## config.mk

```make
export PLATFORM = sky130hd
export DESIGN_NAME = jtsdram_bank_arb
export DESIGN_NICKNAME = d
export VERILOG_FILES = /design/src/rtl/jtsdram_bank_arb.sv
export SDC_FILE = /design/constraint.sdc
export NUM_CORES = 1
export LEC_CHECK = 0
export CORE_MARGIN = 2
export CORE_UTILIZATION = 39
export CTS_CLUSTER_SIZE = 25
export DETAILED_ROUTE_END_ITERATION = 8
export HOLD_SLACK_MARGIN = 0.08
export PLACE_DENSITY_LB_ADDON = 0.15
export SETUP_SLACK_MARGIN = 0.4
export SLEW_MARGIN = 40
export SYNTH_ARGS = -nofsm -noshare
export SYNTH_HDL_FRONTEND = slang
export SYNTH_SLANG_ARGS = --single-unit
```

## constraint.sdc

```tcl
create_clock -name clk -period 3.8 [get_ports clk]
set_clock_uncertainty 0.15 [all_clocks]
set_input_delay 0.38 -clock clk [delete_from_list [all_inputs] [get_ports clk]]
set_output_delay 0.38 -clock clk [all_outputs]
set_load 0.1 [all_outputs]
```

## src/rtl/jtsdram_bank_arb.sv

```systemverilog
// jtsdram_bank_arb: round-robin arbiter sharing one SDRAM command port
// between four bank requesters (bank 0 read/write, banks 1-3 read-only).
// Grant latency 1 cycle from a pending request in IDLE. Requesters are held
// off by keeping req_ack low until the controller accepts. Refresh requests
// block new grants only.
//
// Ports:
//   clk, rst_n                    clock, async active-low reset
//   req_addr[4*AW], req_rd[4]     per-bank address and read request (level)
//   ba0_wr, ba0_din, ba0_din_m    bank 0 write request, data, byte-disable mask
//   req_ack[4], req_rdy[4]        per-bank accept / data-done pulses
//   sdram_*                       command side towards the SDRAM controller
//   rfsh_req, refresh_en          refresh window request / permission
//   busy, err                     grant open / sticky timeout flag
module jtsdram_bank_arb #(
   parameter int AW   = 22,
   parameter int TOUT = 255
) (
   input  logic            clk,
   input  logic            rst_n,
   input  logic [4*AW-1:0] req_addr,
   input  logic [3:0]      req_rd,
   input  logic            ba0_wr,
   input  logic [15:0]     ba0_din,
   input  logic [1:0]      ba0_din_m,
   output logic [3:0]      req_ack,
   output logic [3:0]      req_rdy,
   output logic [AW-1:0]   sdram_addr,
   output logic [1:0]      sdram_ba,
   output logic            sdram_rd,
   output logic            sdram_wr,
   output logic [15:0]     sdram_din,
   output logic [1:0]      sdram_din_m,
   input  logic            sdram_ack,
   input  logic            sdram_rdy,
   input  logic            rfsh_req,
   output logic            refresh_en,
   output logic            busy,
   output logic            err
);

   localparam logic [1:0] ST_IDLE = 2'd0;
   localparam logic [1:0] ST_CMD  = 2'd1;
   localparam logic [1:0] ST_DATA = 2'd2;

   // Abort fires on the edge where the counter would reach TOUT, so a grant
   // stays open for exactly TOUT cycles.
   localparam logic [7:0] TOUT_LAST = 8'(TOUT - 1);

   logic [1:0]    state;
   logic [1:0]    ptr;
   logic [7:0]    cnt;
   logic [3:0]    pend;
   logic [1:0]    pick;
   logic [1:0]    idx;
   logic          pick_vld;
   logic          pick_wr;
   logic [AW-1:0] pick_addr;
   logic          tout_hit;

   // Rotating priority: scan from the farthest candidate back to ptr so the
   // nearest pending bank (starting at ptr) is the last, winning assignment.
   always_comb begin
      pend     = req_rd | {3'b000, ba0_wr};
      pick     = ptr;
      pick_vld = 1'b0;
      idx      = ptr;
      for (int i = 3; i >= 0; i--) begin
         idx = ptr + 2'(i);
         if (pend[idx]) begin
            pick     = idx;
            pick_vld = 1'b1;
         end
      end
      // Bank 0 write wins over its own read; the read stays pending.
      pick_wr   = (pick == 2'd0) && ba0_wr;
      pick_addr = req_addr[int'(pick)*AW +: AW];
   end

   assign tout_hit   = (cnt == TOUT_LAST);
   // Gated by rst_n so refresh is never offered while the arbiter is held in reset.
   assign refresh_en = rst_n && (state == ST_IDLE) && rfsh_req;

   always_ff @(posedge clk or negedge rst_n) begin
      if (!rst_n) begin
         state       <= ST_IDLE;
         ptr         <= 2'd0;
         cnt         <= 8'd0;
         req_ack     <= 4'b0;
         req_rdy     <= 4'b0;
         sdram_addr  <= '0;
         sdram_ba    <= 2'd0;
         sdram_rd    <= 1'b0;
         sdram_wr    <= 1'b0;
         sdram_din   <= 16'd0;
         sdram_din_m <= 2'd0;
         busy        <= 1'b0;
         err         <= 1'b0;
      end else begin
         req_ack <= 4'b0;
         req_rdy <= 4'b0;
         case (state)
            ST_IDLE: begin
               if (!rfsh_req && pick_vld) begin
                  state       <= ST_CMD;
                  sdram_ba    <= pick;
                  sdram_addr  <= pick_addr;
                  sdram_wr    <= pick_wr;
                  sdram_rd    <= !pick_wr;
                  sdram_din   <= ba0_din;
                  sdram_din_m <= ba0_din_m;
                  cnt         <= 8'd0;
                  busy        <= 1'b1;
               end
            end
            ST_CMD, ST_DATA: begin
               cnt <= cnt + 8'd1;
               // sdram_ba holds the granted bank for the life of the grant.
               if (tout_hit) begin
                  err <= 1'b1;
                  if (state == ST_CMD) req_ack[sdram_ba] <= 1'b1;
                  req_rdy[sdram_ba] <= 1'b1;
                  state    <= ST_IDLE;
                  busy     <= 1'b0;
                  sdram_rd <= 1'b0;
                  sdram_wr <= 1'b0;
                  ptr      <= sdram_ba + 2'd1;
               end else if (state == ST_CMD) begin
                  if (sdram_ack) begin
                     req_ack[sdram_ba] <= 1'b1;
                     sdram_rd <= 1'b0;
                     sdram_wr <= 1'b0;
                     if (sdram_rdy) begin
                        req_rdy[sdram_ba] <= 1'b1;
                        state <= ST_IDLE;
                        busy  <= 1'b0;
                        ptr   <= sdram_ba + 2'd1;
                     end else begin
                        state <= ST_DATA;
                     end
                  end
               end else if (sdram_rdy) begin
                  req_rdy[sdram_ba] <= 1'b1;
                  state <= ST_IDLE;
                  busy  <= 1'b0;
                  ptr   <= sdram_ba + 2'd1;
               end
            end
            default: state <= ST_IDLE;
         endcase
      end
   end

endmodule

```

==> results of run 1 <==
==> state kept, by name, summed over array words and instances, names as in the netlist, 2 cells and up <==
register / cells
cnt: 8
sdram_din_m: 2
req_ack: 4
ptr: 2
sdram_ba: 2
state: 2
req_rdy: 4
sdram_din: 16
sdram_addr: 22
==> kinds of logic (layout without fill, tap and decap cells) <==
logic type / after synthesis / after routing / share of synthesized area (%)
AND/OR/NAND/NOR: 127 / 127 / 16.5
flip-flops: 66 / 66 / 48.4
adder cells (fa/ha/maj): 9 / 9 / 3.30
buffers and inverters: 29 / 201 / 4.51
AO/OA/AOI/OAI: 57 / 57 / 13.1
multiplexers: 48 / 48 / 14.1
==> layout make-up <==
class | instances | area [um^2] | share of cell area [%]
Clock inverter | 7 | 93.8 | 1.83
Tap cell | 108 | 135 | 2.63
Inverter | 9 | 33.8 | 0.658
Clock buffer | 9 | 124 | 2.41
Sequential cell | 66 | 1650 | 32.2
Multi-Input combinational cell | 241 | 1610 | 31.3
Timing Repair Buffer | 176 | 1490 | 29.0
==> per-layer routing <==
layer	global-route usage (%)	vias up	share of wire, %
met4	6.52	0	1.5
li1	-	1522	-
met2	35.5	111	53
met1	23.1	1499	39
met3	6.33	12	6.5
met5	0	-	0
==> worst paths after layout <==
check / startpoint / to / depth (start not counted)
setup / recovery: req_rd[2] / sdram_addr[20]$_DFFE_PN0P_ / 6
min in group asynchronous: rst_n / sdram_din[0]$_DFFE_PN0P_ / 3
hold reg to reg: err$_DFFE_PN0P_ / err$_DFFE_PN0P_ / 1
setup reg to reg: state[0]$_DFFE_PN0P_ / sdram_addr[9]$_DFFE_PN0P_ / 7
max in group asynchronous: rst_n / sdram_addr[6]$_DFFE_PN0P_ / 3
hold / removal: err$_DFFE_PN0P_ / err$_DFFE_PN0P_ / 1
==> report_power, final <==
part / internal (uW) / switching, uW
Sequential: 985 / 173
Combinational: 698 / 2560
Clock: 368 / 277
Total: 2050 / 3010
==> synth_stat cells (2+ instances only) <==
cell	number	area, um^2
or2_2	2	12.5
a22o_1	4	35.0
buf_4	2	15.0
a21oi_1	7	35.0
o22ai_1	2	12.5
nor3_1	2	10.0
ha_1	9	113
and3_1	2	12.5
and2_1	8	50.1
buf_2	6	30.0
clkbuf_1	7	26.3
nand2_1	90	338
or4_1	3	22.5
a211oi_1	2	15.0
nand3_1	6	30.0
o221ai_1	26	228
nand2b_1	3	18.8
nor2b_1	2	12.5
buf_6	4	45.0
a21o_1	2	15.0
inv_1	8	30.0
o21ai_0	7	35.0
dfrtp_1	66	1650
nor2_1	5	18.8
mux2i_1	46	460
mux2_2	2	22.5
==> stage by stage <==
| stage | hold WS (ns) | std cells | instance area [um^2] |
|---|---|---|---|
| 3_3_place_gp | 0.289 | 599 | 5170 |
| 3_5_place_dp | 0.297 | 599 | 4900 |
| 6_report | 0.316 | 616 | 5130 |
| 2_1_floorplan | -0.0656 | 336 | 3410 |
| 4_1_cts | 0.136 | 615 | 5120 |
| 5_1_grt | 0.328 | 616 | 5130 |
==> worst max-delay path, delay by kind of cell <==
family                 cells  cell delay [ns]
and+or+nand+nor            3             1.00
buffers and inverters      1             0.51
AOI/OAI and AO/OA          2             0.49
==> layout by cell type, fill, tap and decap left out, types with 3 or more instances in the layout <==
cell type	netlist	layout
nand3_1	6	6
dfrtp_1	66	66
nor2_1	5	5
buf_2	6	55
ha_1	9	9
buf_4	2	4
nand2_1	90	90
o221ai_1	26	26
clkbuf_8	0	9
a22o_1	4	4
mux2i_1	46	46
inv_1	8	8
or4_1	3	3
a21oi_1	7	7
and2_1	8	8
clkdlybuf4s50_1	0	114
o21ai_0	7	7
nand2b_1	3	3
==> metrics.md, run 1 <==
| Metric | Value |
|---|---|
| Ys Warns | 0 |
| N_diodes | 0 |
| Reg clk slew, reported paths | 0.08 ns |
| Total CTS buffers | 9 |
| Vias per Instance | 5.10 |
| Synth Flop Type | dfrtp_1 |
| Worst path max stage delay | 0.58 ns |
| Design Power | 5060 uW |
| Row count | 34 |
| Max Clk Rate | 423 MHz |
| Clock sink count | 66 |
| Worst setup EP type | flop |
| Number of synthesized flops with an enable pin | 0 |
| Reg2Reg Setup Slack | 1.46 ns |
| Dpl hpwl | 7060 um |
| Cells after synthesis | 336 |
| Vias in the first global route | 3207 |
| Die footprint | 9520 um^2 |
| Max-Cap Viols | 0 |
| Mapped Area | 3410 um^2 |
| CP Launch Type | primary input |
| Pwr dens | 986 nW/um^2 |
| CP max stage cell | nand2_1 |
| Final Max Tran Viols | 0 |
| # IOs | 171 |
| 1st-iter DRT viols | 90 |
| H-tree Lvls | 3 |
| # port buffers | 170 |
| Core ar. | 8590 um^2 |
| Post_cts resized | 0 |
| Place WS | 1.06 ns |
| Remaining global-route overflow | 0 |
| Crit path DAT | 2.40 ns |
| P_leak | 0.00254 uW |
| Initial antenna violation count | 0 |
| Crit-path max FO | 22 |
| Total global-route track usage | 20.1% |
| Max_slew headroom | 48.4% |
| Fin. Hold Viols | 0 |
| Util after Layout | 59.8% |
| Clk_lat worst skew | 0.34 ns |
| Hold Buf Count CTS | 0 |
| RSZ-0062 raised after global routing | false |
| Synthesized netlist net count | 461 |
| Post-CTS setup buffers | 0 |
| Placer Congestion | 0.808 |
| Final ANT Viol Nets | 0 |
| Largest net degree at the start of global routing | 67 |
| CTS tree | done |
| Die Span Y | 97.6 um |
| Crit-path most repeated cell | nand2_1 |
| Final setup TNS | 0 ns |
| Distinct cells, synth | 39 |
| Hold Path Class | flop to flop |
| Worst-path cell chain | clkdlybuf4s50_1 > nor3_4 > nand2_1 > a22o_1 > nand2_1 > o221ai_1 |
| First-pass GRT wire length | 15500 um |
| Async SR Flop Fraction | 100% |
| Layout cell share with drive strength beyond 1 | 16.9% |
| Root buf cell | clkbuf_8 |
| Crit path time final | 2.37 ns |
| Maximum vdd drop | 0.531 mV |
| DR vias | 3144 |
| Outcome | finished, final reports clean |
| Post-synthesis sequential area ratio | 48.4% |
| WL final | 9480 um |
| Remaining DRCs | 0 |
| Final setup fails | 0 |
| Area Overhead vs Synth | 50.4% |
| Number of fill cells | 746 |
| Drt first pass iters | 4 |
| Final #Nets | 628 |
| Die width | 97.6 um |
| Avg Cell Area, Syn | 10.2 um^2 |
| Starting Density | 39.7% |
| Req. time, crit path | 3.83 ns |
| Worst setup margin | 1.43 ns |
| Part of the cycle the worst path needs | 62.2% |
| Clock Path Buffers | 2 |
| WL per Instance | 15.4 um |
| #FFs+latches synth | 66 |
| Kind of critical path | primary input to flop |
| Worst slew pin tran | 0.772 ns |
Note: power is estimated with default switching activity, not from simulation.
==> inputs of run 2 (changes only) <==
==> constraint.sdc (replaced) <==
create_clock -name clk -period 2.2 [get_ports clk]
set_clock_uncertainty 0.15 [all_clocks]
set_input_delay 0.22 -clock clk [delete_from_list [all_inputs] [get_ports clk]]
set_output_delay 0.22 -clock clk [all_outputs]
set_load 0.1 [all_outputs]
==> metrics.md, run 2 (synthesis results as in run 1) <==
| Metric | Value |
|---|---|
| # IOs | 171 (unchanged) |
| Clock sink count | 66 (unchanged) |
| H-tree Lvls | 3 (unchanged) |
| CP bufs+invs | 3 (was 1) |
| Remaining global-route overflow | 0 (unchanged) |
| Number of fill cells | 660 (was 746) |
| Worst path max stage delay | 0.40 ns (was 0.58 ns) |
| Root buf cell | clkbuf_8 (unchanged) |
| Fin. Hold Viols | 0 (unchanged) |
| Final Max Tran Viols | 0 (unchanged) |
| Drt first pass iters | 4 (unchanged) |
| Worst setup margin | 0.324 ns (was 1.43 ns) |
| 1st-iter DRT viols | 95 (was 90) |
| Outcome | finished, final reports clean (unchanged) |
| Core ar. | 8590 um^2 (unchanged) |
| Total global-route track usage | 23.5% (was 20.1%) |
| Max-Cap Viols | 0 (unchanged) |
| Row count | 34 (unchanged) |
| Largest reg by FF count | sdram_addr (unchanged) |
| Die footprint | 9520 um^2 (unchanged) |
| RSZ-0062 raised after global routing | true (was false) |
| Reg clk slew, reported paths | 0.08 ns (about the same) |
| Place WS | -0.103 ns (was 1.06 ns) |
| First-pass GRT wire length | 18000 um (was 15500 um) |
| Layout cell share with drive strength beyond 1 | 35.2% (was 16.9%) |
| Vias in the first global route | 3614 (was 3207) |
| Final ANT Viol Nets | 0 (unchanged) |
| CP Launch Type | flop (was primary input) |
| Total CTS buffers | 9 (unchanged) |
| Worst slew pin tran | 0.359 ns (was 0.772 ns) |
| Max_slew headroom | 76.1% (was 48.4%) |
| Crit-path max FO | 5 (was 22) |
| Starting Density | 39.7% (unchanged) |
| Initial antenna violation count | 0 (unchanged) |
| Die width | 97.6 um (unchanged) |
| FF-to-FF Start | state[0]$_DFFE_PN0P_ (unchanged) |
| P_leak | 0.00281 uW (was 0.00254 uW) |
| Final #Nets | 662 (was 628) |
| CTS tree | done (unchanged) |
| Worst Setup SP | state[0]$_DFFE_PN0P_ (was req_rd[2]) |
| # port buffers | 170 (unchanged) |
| CP max stage cell | dfrtp_1 (was nand2_1) |
| Clk_lat worst skew | 0.34 ns (about the same) |
| Remaining DRCs | 0 (unchanged) |
| Worst setup EP type | flop (unchanged) |
| Final setup TNS | 0 ns (unchanged) |
| Kind of critical path | flop to flop (was primary input to flop) |
| Biggest regs | sdram_addr (22), sdram_din (16), cnt (8) (unchanged) |
| Worst path top cell family by delay | compound AO/OA/AOI/OAI gates (was simple AND/OR/NAND/NOR gates) |
| Req. time, crit path | 2.30 ns (was 3.83 ns) |
| Dpl hpwl | 7890 um (was 7060 um) |
| Area Overhead vs Synth | 77.2% (was 50.4%) |
| Die Span Y | 97.6 um (unchanged) |
| Hold Startpoint | ba0_din[14] (was err$_DFFE_PN0P_) |
| DR vias | 3353 (was 3144) |
| Final setup fails | 0 (unchanged) |
| Vias per Instance | 5.16 (was 5.10) |
| Pwr dens | 1680 nW/um^2 (was 986 nW/um^2) |
| Max reg flops | 22 (unchanged) |
| Crit path time final | 1.88 ns |
| Largest net degree at the start of global routing | 67 (unchanged) |
| N_diodes | 0 (unchanged) |
| Part of the cycle the worst path needs | 85.3% |
| Hold Path Class | primary input to flop (was flop to flop) |
| Final Hold Slack | 0.256 ns (was 0.316 ns) |
| Worst-path cell chain | inv_2 > ha_4 > inv_4 > a211o_4 > or2_4 > clkbuf_16 > o221ai_2 (was clkdlybuf4s50_1 > nor3_4 > nand2_1 > a22o_1 > nand2_1 > o221ai_1) |
| Maximum vdd drop | 1.09 mV (was 0.531 mV) |
| Leading cell types in the layout, fill and taps excluded | clkdlybuf4s50_1, nand2_1, buf_4, dfrtp_1, mux2i_1 (was clkdlybuf4s50_1, nand2_1, dfrtp_1, buf_2, mux2i_1) |
| Clock Path Buffers | 2 (unchanged) |
| WL final | 11100 um (was 9480 um) |
| Max Clk Rate | 533 MHz |
| Placer Congestion | 0.851 (was 0.808) |
| Most common cell after layout, fill and taps aside | clkdlybuf4s50_1 (unchanged) |
| WL per Instance | 17.1 um (was 15.4 um) |
| Crit path DAT | 1.98 ns (was 2.40 ns) |
-- run 2: changes by cell type in the layout (fill, tap and decap cells not counted), moves of 15 or more --
cell,delta
mux2i_2,+15
o221ai_2,+21
o221ai_1,-22
buf_2,-54
mux2i_1,-18
buf_4,+76
-- run 2: power breakdown --
part | switching (uW) | internal [uW]
sequential | 321 | 1710
combinational | 4880 | 2200
clock | 479 | 584
-- run 2: final cells by class --
class / count / area [um^2] / area share [%]
flip-flops and latches: 66 / 1660 / 27.4
clock buffers: 12 / 155 / 2.57
repair buffers: 210 / 2010 / 33.2
inverters: 9 / 36.3 / 0.600
well taps: 108 / 135 / 2.23
clock inverters: 4 / 50.0 / 0.827
multi-input cells: 241 / 2010 / 33.2
-- run 2: per-layer routing --
layer	track usage (%)	up-vias	share of wire [%]
met5	0	-	0
met4	9.51	0	3.2
met3	5.68	29	5.1
met2	41.4	117	52
met1	27.3	1612	40
li1	-	1595	-
-- run 2: worst paths after layout --
path                                        endpoint  slack, ns  cells after the start
max                        sdram_addr[3]$_DFFE_PN0P_       0.32                      7
min                        sdram_din[14]$_DFFE_PN0P_       0.26                      3
max reg2reg                sdram_addr[3]$_DFFE_PN0P_       0.32                      7
min reg2reg                          err$_DFFE_PN0P_       0.31                      1
max in group asynchronous    sdram_ba[1]$_DFFE_PN0P_       1.27                      3
min in group asynchronous         cnt[0]$_DFFE_PN0P_       0.33                      3
-- run 2: tightest hold or removal path, cell delays in order --
cell	delay [ns]
clkdlybuf4s50_1	0.39
nand2_1	0.06
nand2_1	0.04
-- run 2: timing repair --
item / 4_1_cts / 5_1_grt
hold buffers: 1 / 0
pin swaps: 2 / 8
gates cloned: 2 / 1
setup endpoints to repair: 35 / 41
gates resized for setup: 29 / 45
setup buffers: 10 / 3
hold endpoints to repair: 66 / 0
-- run 2: through the flow --
stage               std cells  utilization [%]  power, uW  cell area, um^2
global route              650             70.4      10700             6050
CTS                       646             67.5       9890             5800
floorplan                 336                -       6820             3560
global placement          617             62.4       8360             5360
detailed placement        617             62.4       8450             5360
finish                    650             70.4      10200             6050
==> edit: new RTL, config.mk and constraints of run 1 <==
Reset style: synchronous (`rst_n`), changed in one clocked block. Comments in the files are not updated.
--- a/src/rtl/jtsdram_bank_arb.sv
+++ b/src/rtl/jtsdram_bank_arb.sv
@@ -82,5 +82,5 @@
    assign refresh_en = rst_n && (state == ST_IDLE) && rfsh_req;
 
-   always_ff @(posedge clk or negedge rst_n) begin
+   always_ff @(posedge clk) begin
       if (!rst_n) begin
          state       <= ST_IDLE;
Behaviour: differs if rst_n is asserted again (counterexample within 4 cycles, from zero or initial values and one cycle with rst_n low); with rst_n held inactive, the same outputs for 4 cycles.
==> edit against run 1 <==
Final area fell by 3.9%; sequential cell count unchanged; synthesized area decreased by 5.6%; fmax is 2.8% lower; wire length is 2.7% lower; setup slack lost 69 ps; count of clock-buffer cells in the layout up 3; highest routed layer unchanged.
Power is not compared: it rests on default switching activity, and its combinational part moved more than twofold at a synthesized area within 25%.
==> edit: results (changes against run 1) <==
stage	metric	value	unit	change
clock_tree	cts_resized	0		unchanged
logic_synthesis	yosys_warnings	0		unchanged
clock_tree	htree_num_levels	3		unchanged
global_routing	grt_util_all_layers	20.1	%	-0.032 points
global_routing	grt_pass1_vias	2928		-8.7%
place	pre_cts_slack	1010	ps	-52.2 ps
hold_path	hold_path_class	flop to flop		
logic_synthesis	synth_cell_types	38		-2.6%
logic_synthesis	synth_nets	486		+5.4%
logic_synthesis	synthAdderAreaFrac	4.27	%	+0.97 points
global_routing	grt_pass1_wl	14100	µm	-8.9%
clock_tree	root_buffer	clkbuf_8		
routing	wl_per_cell	14.6	µm	-5.4%
routing	firstDrtPassIters	5		+1
logic_synthesis	synth-compound-area-share	16.3	%	+3.2 points
logic_synthesis	synthXorXnorAreaFrac	1.36	%	+1.4 points
logic_synthesis	synth.yosys.seq_area_share	41.0	%	-7.4 points
global_routing	grt_max_degree	46		-31%
clock_tree	path_clk_slew	70	ps	
worst_setup_path	worstPathMaxFanout	29		+32%
power_and_ir_drop	p_leak	2.01	nW	
place	dp_hpwl	6800	µm	-3.6%
layout	reg_top3	sdram_addr: 22 flops, sdram_din: 16 flops, cnt: 8 flops		
logic_synthesis	yosys-top-cells-area	dfxtp_1, mux2i_1, nand2_1, o221ai_1, a21oi_1		
global_routing	antenna_found_initial	0		unchanged
clock_tree	post_cts_buffers	0		unchanged
sta	worstMarginPinSlew	577	ps	-195 ps
run_status	status	completed		
logic_synthesis	synthMuxAreaShare	15.4	%	+1.3 points
place	port_buffers	170		unchanged
logic_synthesis	synthArstFlopShare	0	%	-100 points
layout	n_fill_cell	756		+1.3%
logic_synthesis	synth_commonest_cells	nand2_1, dfxtp_1, mux2i_1, a21oi_1, o221ai_1		
layout	diodes	0		unchanged
routing	drtIter0Drc	99		+10%
layout	final_nets	651		+3.7%
layout	drive_gt1_share	15.9	%	-1.1 points
routing	via_per_inst	5.01		-1.8%
place	gp_congestion	0.835		+3.3%
clock_tree	cts-buffers-inserted	9		unchanged
power_and_ir_drop	ir_worst_vdd	0.204	mV	
global_routing	grt_overflow	0		unchanged
clock_tree	insertion_delay	340	ps	about the same
logic_synthesis	synthFlopType	dfxtp_1		
place	placed_area	4720	µm²	-3.8%
clock_tree	clk_path_buf_depth	2		unchanged
## edit: cell types whose count changed after synthesis, moves of 5 or more
cell,before,now
a21oi_1,7,30
dfrtp_1,66,0
dfxtp_1,0,66
nand2_1,90,70
nor2_1,5,21
o2111ai_1,0,5
xor2_1,0,5
## edit: final timing paths
kind / startpoint / end / slack [ps] / cells after the start
hold reg to reg: sdram_din[11]$_SDFFE_PN0P_ / sdram_din[11]$_SDFFE_PN0P_ / 300 / 2
setup / recovery: req_rd[3] / sdram_addr[4]$_SDFFE_PN0P_ / 1370 / 6
hold / removal: sdram_din[11]$_SDFFE_PN0P_ / sdram_din[11]$_SDFFE_PN0P_ / 300 / 2
setup reg to reg: state[0]$_SDFFE_PN0P_ / sdram_addr[4]$_SDFFE_PN0P_ / 1490 / 8
## edit: per-stage QoR
stage          cells  power, mW
2_1_floorplan    359       1.33
3_3_place_gp     618       1.58
3_5_place_dp     618       1.54
4_1_cts          634       2.20
5_1_grt          634       2.27
6_report         634       2.18
## edit: final cells by class
type                    count  area [µm²]  share of cell area (%)
multi-input cells         261        1740                    35.2
well taps                 105         131                    2.66
clock inverters             4        75.1                    1.52
inverters                  10        37.5                   0.760
flip-flops and latches     66        1320                    26.8
repair buffers            176        1490                    30.1
clock buffers              12         145                    2.94
## edit: layer usage
metal	GRT usage [%]	wire length [µm]	vias to the layer above
met2	34.5	4800	100
met5	0	0	-
met3	7.26	600	11
met1	23.8	3720	1466
li1	-	-	1600
met4	4.83	110	0
## edit: where the power goes
group / switching [mW] / internal, mW
combinational: 0.524 / 0.226
sequential: 0.0294 / 0.743
clock: 0.272 / 0.388
## edit: worst max-delay path, cell delays in order
cell             delay [ps]
clkdlybuf4s50_1         500
or4_4                   590
o21a_2                  410
nand3_1                 160
buf_4                   280
o221ai_1                160
